`config.mk`:
```
export PLATFORM = sky130hd
export DESIGN_NAME = snake_pixel_render
export DESIGN_NICKNAME = d
export VERILOG_FILES = /design/src/rtl/snake_pixel_render.sv
export SDC_FILE = /design/constraint.sdc
export NUM_CORES = 2
export LEC_CHECK = 0
export ABC_AREA = 0
export CAP_MARGIN = 0
export CORE_MARGIN = 10
export CORE_UTILIZATION = 58
export DETAILED_ROUTE_END_ITERATION = 10
export GPL_ROUTABILITY_DRIVEN = 0
export PLACE_DENSITY = 0.74
export SLEW_MARGIN = 10
export SYNTH_ARGS = -nofsm -noshare
export SYNTH_HDL_FRONTEND = slang
export SYNTH_SLANG_ARGS = --single-unit
```
`constraint.sdc`:
```
create_clock -name clk -period 217.3 [get_ports clk]
set_clock_uncertainty 0.05 [all_clocks]
set_input_delay 54.325 -clock clk [delete_from_list [all_inputs] [get_ports clk]]
set_output_delay 54.325 -clock clk [all_outputs]
set_load 0.01 [all_outputs]
```
`src/rtl/snake_pixel_render.sv`:
```
// Tile-based pixel renderer for a snake game: a 2-bit cell grid is looked up
// per pixel through a 3-stage pipeline, with sync signals delayed to match.
module snake_pixel_render #(
  parameter int GRID_W = 40,
  parameter int GRID_H = 30
) (
  input  logic        clk,
  input  logic        rst,
  input  logic [9:0]  pix_x,
  input  logic [9:0]  pix_y,
  input  logic        active_in,
  input  logic        hs_in,
  input  logic        vs_in,
  input  logic        wr_en,
  input  logic [10:0] wr_addr,
  input  logic [1:0]  wr_data,
  output logic [3:0]  R,
  output logic [3:0]  G,
  output logic [3:0]  B,
  output logic        HS,
  output logic        VS,
  output logic        busy,
  output logic        frame_tick,
  output logic [0:0]  o_dbg_state
);

  localparam int              N_CELLS  = GRID_W * GRID_H;
  localparam int              AW       = $clog2(N_CELLS);
  localparam logic [15:0]     N16      = 16'(N_CELLS);
  localparam logic [AW-1:0]   CLR_LAST = AW'(N_CELLS - 1);
  localparam logic [9:0]      COL_LAST = 10'(GRID_W - 1);
  localparam logic [9:0]      ROW_LAST = 10'(GRID_H - 1);

  localparam logic [0:0] ST_CLEAR = 1'b0;
  localparam logic [0:0] ST_RUN   = 1'b1;

  logic [1:0]    r_mem [0:N_CELLS-1];
  logic [0:0]    r_state;
  logic [AW-1:0] r_clr_addr;

  logic          w_we;
  logic [AW-1:0] w_wa;
  logic [1:0]    w_wd;

  logic [9:0]    w_col;
  logic [9:0]    w_row;
  logic [15:0]   w_s1_addr;
  logic          w_s1_border;

  logic [AW-1:0] r_addr;
  logic          r_addr_ok;
  logic          r_act1, r_bord1, r_hs1, r_vs1;
  logic [1:0]    r_cell;
  logic          r_act2, r_bord2, r_hs2, r_vs2;
  logic [11:0]   w_rgb;
  logic          r_vs_prev;

  assign busy        = (r_state == ST_CLEAR);
  assign o_dbg_state = r_state;

  always_ff @(posedge clk) begin
    if (rst) begin
      r_state    <= ST_CLEAR;
      r_clr_addr <= '0;
    end else if (r_state == ST_CLEAR) begin
      if (r_clr_addr == CLR_LAST) begin
        r_state    <= ST_RUN;
        r_clr_addr <= '0;
      end else begin
        r_clr_addr <= r_clr_addr + 1'b1;
      end
    end
  end

  // The clear sweep owns the write port; game writes are dropped until RUN.
  always_comb begin
    w_we = 1'b0;
    w_wa = '0;
    w_wd = 2'd0;
    if (!rst) begin
      if (r_state == ST_CLEAR) begin
        w_we = 1'b1;
        w_wa = r_clr_addr;
      end else if (wr_en && ({5'd0, wr_addr} < N16)) begin
        w_we = 1'b1;
        w_wa = wr_addr[AW-1:0];
        w_wd = wr_data;
      end
    end
  end

  always_ff @(posedge clk) begin
    if (w_we) begin
      r_mem[w_wa] <= w_wd;
    end
  end

  always_comb begin
    w_col       = pix_x >> 4;
    w_row       = pix_y >> 4;
    w_s1_addr   = 16'(w_row) * 16'(GRID_W) + 16'(w_col);
    w_s1_border = (w_row == 10'd0) || (w_row == ROW_LAST) ||
                  (w_col == 10'd0) || (w_col == COL_LAST);
  end

  always_comb begin
    w_rgb = 12'h000;
    if (r_act2) begin
      if (r_bord2) begin
        w_rgb = 12'h888;
      end else begin
        case (r_cell)
          2'd1:    w_rgb = 12'h0F0;
          2'd2:    w_rgb = 12'hFF0;
          2'd3:    w_rgb = 12'hF00;
          default: w_rgb = 12'h000;
        endcase
      end
    end
  end

  // Sync levels reset high (inactive) so the monitor sees no spurious pulse.
  always_ff @(posedge clk) begin
    if (rst) begin
      r_addr     <= '0;
      r_addr_ok  <= 1'b0;
      r_act1     <= 1'b0;
      r_bord1    <= 1'b0;
      r_hs1      <= 1'b1;
      r_vs1      <= 1'b1;
      r_cell     <= 2'd0;
      r_act2     <= 1'b0;
      r_bord2    <= 1'b0;
      r_hs2      <= 1'b1;
      r_vs2      <= 1'b1;
      R          <= 4'h0;
      G          <= 4'h0;
      B          <= 4'h0;
      HS         <= 1'b1;
      VS         <= 1'b1;
      r_vs_prev  <= 1'b1;
      frame_tick <= 1'b0;
    end else begin
      r_addr     <= w_s1_addr[AW-1:0];
      r_addr_ok  <= (w_s1_addr < N16);
      r_act1     <= active_in;
      r_bord1    <= w_s1_border;
      r_hs1      <= hs_in;
      r_vs1      <= vs_in;
      r_cell     <= r_addr_ok ? r_mem[r_addr] : 2'd0;
      r_act2     <= r_act1;
      r_bord2    <= r_bord1;
      r_hs2      <= r_hs1;
      r_vs2      <= r_vs1;
      R          <= w_rgb[11:8];
      G          <= w_rgb[7:4];
      B          <= w_rgb[3:0];
      HS         <= r_hs2;
      VS         <= r_vs2;
      r_vs_prev  <= vs_in;
      frame_tick <= r_vs_prev & ~vs_in;
    end
  end

endmodule

```
* Yosys cells after proc, flatten, opt, wreduce, memory -nomap -nowiden
Memory sizes are Yosys's and may differ from the RTL's. A register that Yosys moved wholly into a read port is not among the register bits. Index checks and enable logic that the tools add are counted.
Storage, ports and cells: RAM bits 2400, input bits 39, output and inout port bits 17, flip-flop bits (word level) 47, ROM bits 0, memories kept 1, logic and storage cells 63, bits in latches 0
Cells by class: order comparisons 2, divide/modulo/power cells 0, shifts and indexed selects 0, $mul 1, multiplexer cells 16, bitwise logic cells 5, $add $sub $neg 2, equality and inequality tests 6, reductions and logical operators 9
Memory list:
- r_mem | words 1200, width 2, read ports 1, clocked after Yosys merged registers in 1, write ports 1, RTL line 37 | logic [1:0] r_mem [0:N_CELLS-1];
Operators by type and width (number):
- 2-to-1 mux 11 bit | 4
- case mux 12 bit (3 select lines) | 1
- zero test 10 bit | 2
- adder 12 x 6 -> 13 bit | 1
- less-than comparator 13 x 11 -> 1 bit, second input constant | 1
- 2-to-1 mux 12 bit | 1
- adder 11 x 1 -> 11 bit, second input constant | 1
- equality test 11 bit, second input constant | 1
- less-than comparator 11 bit, second input constant | 1
- multiplier 6 x 3 -> 9 bit, second input constant | 1
- 2-to-1 mux 1 bit | 7
- equality test 6 x 5 -> 1 bit, second input constant | 1
- equality test 6 bit, second input constant | 1
- 2-to-1 mux 2 bit | 3
- equality test 2 bit, second input constant | 2
- NOT 1 bit | 4
- OR reduction 2 bit | 2
- logical OR 1 bit | 3
- OR reduction 3 bit | 1
- equality test 2 x 1 -> 1 bit, second input constant | 1
- bitwise AND 1 bit | 1
- logical AND 1 bit | 1

* Longest topological paths before layout
word-level depth 7, mapped depth 15, depth with buffers taken out 9

* Worst setup path after synthesis
Ideal clock, no wire load.
path kind in2reg, start point in rst, end point mem r_mem[0][0], data pin, path buffers 4, setup time 9613 ps, setup slack 104539 ps, required time 207637 ps, arrival time 103099 ps, stages 5, path through clkbuf_1 -> clkbuf_1 -> buf_1 -> clkbuf_1 -> nor3b_1
Between the ends: word-level cells in the longest chain between the ends 1
RTL lines:
- start, declared | RTL line 8 | input logic rst,
- 2-to-1 mux 2 bit | RTL line 80 | if (!rst) begin
- named net w_wd[0] | RTL line 43 | logic [1:0] w_wd;
- end, declared | RTL line 37
The timed path passes the listed nets, and every way through them passes these cells.

* Final worst setup path
start point in wr_addr[6], end point mem r_mem[281][1], data pin
Between the ends: word-level cells in the longest chain between the ends 5
RTL lines:
- start, declared | RTL line 15 | input logic [10:0] wr_addr,
- less-than comparator 11 bit | RTL line 84 | end else if (wr_en && ({5'd0, wr_addr} < N16)) begin
- logical AND 1 bit | RTL line 84
- 2-to-1 mux 2 bit | RTL line 84
- 2-to-1 mux 2 bit | RTL line 81 | if (r_state == ST_CLEAR) begin
- 2-to-1 mux 2 bit | RTL line 80
- named net w_wd[1] | RTL line 43
The timed path passes the listed nets, and every way through them passes these cells.

==> impl_summary.md <==
Logic synthesis
After synthesis, flip-flops and latches occupy 73.2% of the total area. In the synthesized netlist, the cells that appear most often are 2400 x edfxtp_1, 1269 x nor2_1, 596 x mux4_2. The cell type with the largest total area after synthesis is edfxtp_1.

Of all flip-flops after synthesis, the portion carrying an async set or reset was 0%. For this run, the number of Yosys warnings is 0. The number of distinct library cell variants in the gate-level netlist after synthesis is 81. Averaged over all synthesized cells, the footprint is 17.6 sq um. The main flop type after synthesis is edfxtp_1. The number of flops mapped to enable cells by yosys is 2400. Synthesis inferred around 2400 register bits.

The portion of synthesized cell area occupied by the leading cell type is just over 70%. Synthesis produced a netlist whose cell count is roughly 5700. The cell with the most instances after synthesis is edfxtp_1. The synthesized netlist occupies a cell area of between 0.09 and 0.1 sq mm. By area the synthesized netlist is led by edfxtp_1 72%, mux4_2 13%, nor2_1 4.8%.

Worst setup path
The cell that appears most often on the critical path is buf_4. The highest net fanout along the worst path is 98. The slowest stage of the critical path belongs to the cell buf_4. STA puts the critical path data arrival time at around 60 ns. The class of the most critical setup path is in -> reg. Traced cell by cell, the critical path runs through clkdlybuf4s50_1 > a21o_1 > a211oi_1 > o21a_1 > nand2_1 > nor3b_2 > buf_4 > buf_4 > buf_4 > buf_4 > buf_4. The stage delay of the slowest cell on the critical path is 0.84 ns.

The critical path startpoint category is a primary input. STA puts the critical path data required time at 217.81 ns. The type of destination of the critical path is a flop.

Global routing
Global routing used 45.7% of the available met2 tracks. The total global routing track utilization is approximately 28%. Entering global routing, the biggest net connects ~230 pins. The first global-routing pass estimated 385000 um of wire. The met1 routing resource usage after global routing is 37.8%.

Global routing used 6.73% of the available met3 tracks. met2 is the most crowded layer. The number of global-route vias before repair was between 50000 and 60000. The number of antenna violations at the first check in global routing is 12. The leftover overflow at the end of global routing is 0.

Power and ir drop
Dividing total power by cell area gives a power density of 8.54 mW/mm^2. IR analysis of the VDD net gives a maximum drop of around 0.0091 mV. For this design the static power due to leakage is 0.0380 uW.

Timing
The clock period minus final worst setup slack is 59.81 ns. The worst pin sits at a relative slew slack of roughly a tenth. The number of pins exceeding their max-slew limit in the final report is 0. The final hold violation count is 0. Setup repair after global routing left no endpoint under its margin.

The number of setup violations in the final report is 0. The final setup slack of the worst path is 157.49 ns. The final total negative setup slack is 0 ns. Timing would allow up to 16.7 MHz.

The transition at the pin with the smallest max-transition slack is between 1 and 1.5 ns. The final critical path takes up 27.5% of the cycle. The tightest hold margin is 0.362 ns.

Floorplanning
The floorplan has between 150 and 200 rows. From left edge to right edge, the die measures between 400 and 500 um. Pin placement for this block handled 56 I/O pins.

The area inside the core boundary is 0.171 sq mm. The die covers 0.189 sq mm. Measured along the y axis, the die boundary spans 435 um. The starting density of the core is 58.2%.

Clock network
The library cell used as clock root buffer is clkbuf_16. The clock net in this run drives a total of 2442 sinks. The clock transition at the registers of the reported paths is 0.06 ns. The number of gates given a new drive strength after cts is 0. The TritonCTS clock tree is done. Post-CTS timing repair inserted 0 buffers for setup.

The hold buffer count at CTS is 0. The later pin in the worst-skew pair is clocked with a latency of 0.87 ns. The number of clock buffers added by TritonCTS is ~230. Counting along the longest clock path gives a buffer depth of 3. The depth of the CTS H-tree is 4.

Drt
After detailed routing, the number of vias per cell comes to 6.88. After the first detailed-routing iteration, the DRC count stood at 8906. The first detailed-routing pass took 9 iterations. The total via count after detailed routing is 55203.

The number of remaining DRC errors is 0. Dividing the detail-routed wire length by the instance count gives 33.5 um. The routed design has 269000 um of wire. The detail route stage leaves a number of antenna-violating nets equal to 0.

Layout
For this run, the share of the core covered by cells in the final layout is 63.6%. The fraction of final layout cells with drive strength greater than 1 is 19.0%. The filler cells instantiated in the layout total 11565. The final net count is 5660. The area growth from synthesis to layout is 9.27%.

Placed design
The post-placement setup slack is 156.67 ns. The number of buffers added on ports is 44. Detailed placement ended at an HPWL of 144000 um.

Status
The flow ran to the end, and the final reports show no timing, DRC or antenna violations.

Run
The number of max-capacitance violations reported is 0.

Hold path
The tightest min-delay check is of the reg -> reg type.
[cell usage in the layout, fill, tap and decap left out, types with 28 or more instances in the layout]
cell type,Yosys,final
edfxtp_1,2400,2400
a221oi_1,34,34
nand2_1,151,116
dfxtp_1,42,35
nand3_1,48,48
buf_4,47,114
clkbuf_1,271,57
a21oi_1,64,64
clkbuf_16,0,233
mux2i_1,124,124
clkinv_2,0,38
mux4_2,596,596
nor2b_1,33,28
clkdlybuf4s50_1,0,43
clkinv_1,3,62
a22oi_1,106,106
nor2_1,1269,1268
nand2_4,0,31
[routing by layer]
metal  vias to the layer above  wire, um
li1                      22086         -
met4                         8     12900
met2                      3903    131000
met3                       675     32600
met1                     28531     92700
met5                         -        58
[critical path, delay by kind of cell]
family | cells | cell delay, ns
simple gates | 2 | 0.42
buf+inv | 6 | 4.45
compound gates | 3 | 0.88
[power by group]
part           internal (uW)  switching, uW
Combinational           12.5           28.1
Clock                    207            170
Sequential               510           2.22
[final cells by class]
cell class | instances | area, sq um | share of cell area [%]
Antenna cell | 5 | 12.5 | 0.0115
Tap cell | 2233 | 2790 | 2.57
Multi-Input combinational cell | 2745 | 24700 | 22.7
Clock buffer | 296 | 6130 | 5.63
Inverter | 22 | 85.1 | 0.0781
Sequential cell | 2442 | 72900 | 67.0
Timing Repair Buffer | 165 | 1430 | 1.31
Clock inverter | 118 | 821 | 0.754
[worst paths after layout]
check	cells past startpoint	slack, ns	start	to
max reg2reg	14	209.66	r_addr[0]	r_cell[1]
min reg2reg	1	0.36	r_vs2	VS
min	1	0.36	r_vs2	VS
max	11	157.49	wr_addr[6]	r_mem[281][1]
[state kept, by name, indices dropped and copies added, names as in the netlist, 2 cells and up]
name        cells
G               2
r_cell          2
r_clr_addr     11
R               2
r_mem        2400
r_addr         11
[per-stage QoR]
step                instances  cell area [sq um]  power (uW)
floorplan                5669              99700         544
global placement         7607             102000         561
detailed placement       7607             102000         561
CTS                      8021             109000         930
global route             8021             109000         950
finish                   8026             109000         930
[cell families (layout without fill, tap and decap cells)]
logic type | Yosys count | count (layout) | share of synthesized area [%]
XOR/XNOR | 15 | 15 | 0.132
buffers and inverters | 482 | 601 | 2.43
flip-flops | 2442 | 2442 | 73.2
other | 1 | 8 | 0.00376
adder cells (fa/ha/maj) | 17 | 17 | 0.229
AO/OA/AOI/OAI | 368 | 368 | 2.65
multiplexers | 725 | 725 | 14.8
AND/OR/NAND/NOR | 1617 | 1617 | 6.59
Note: power is estimated with default switching activity, not from simulation.
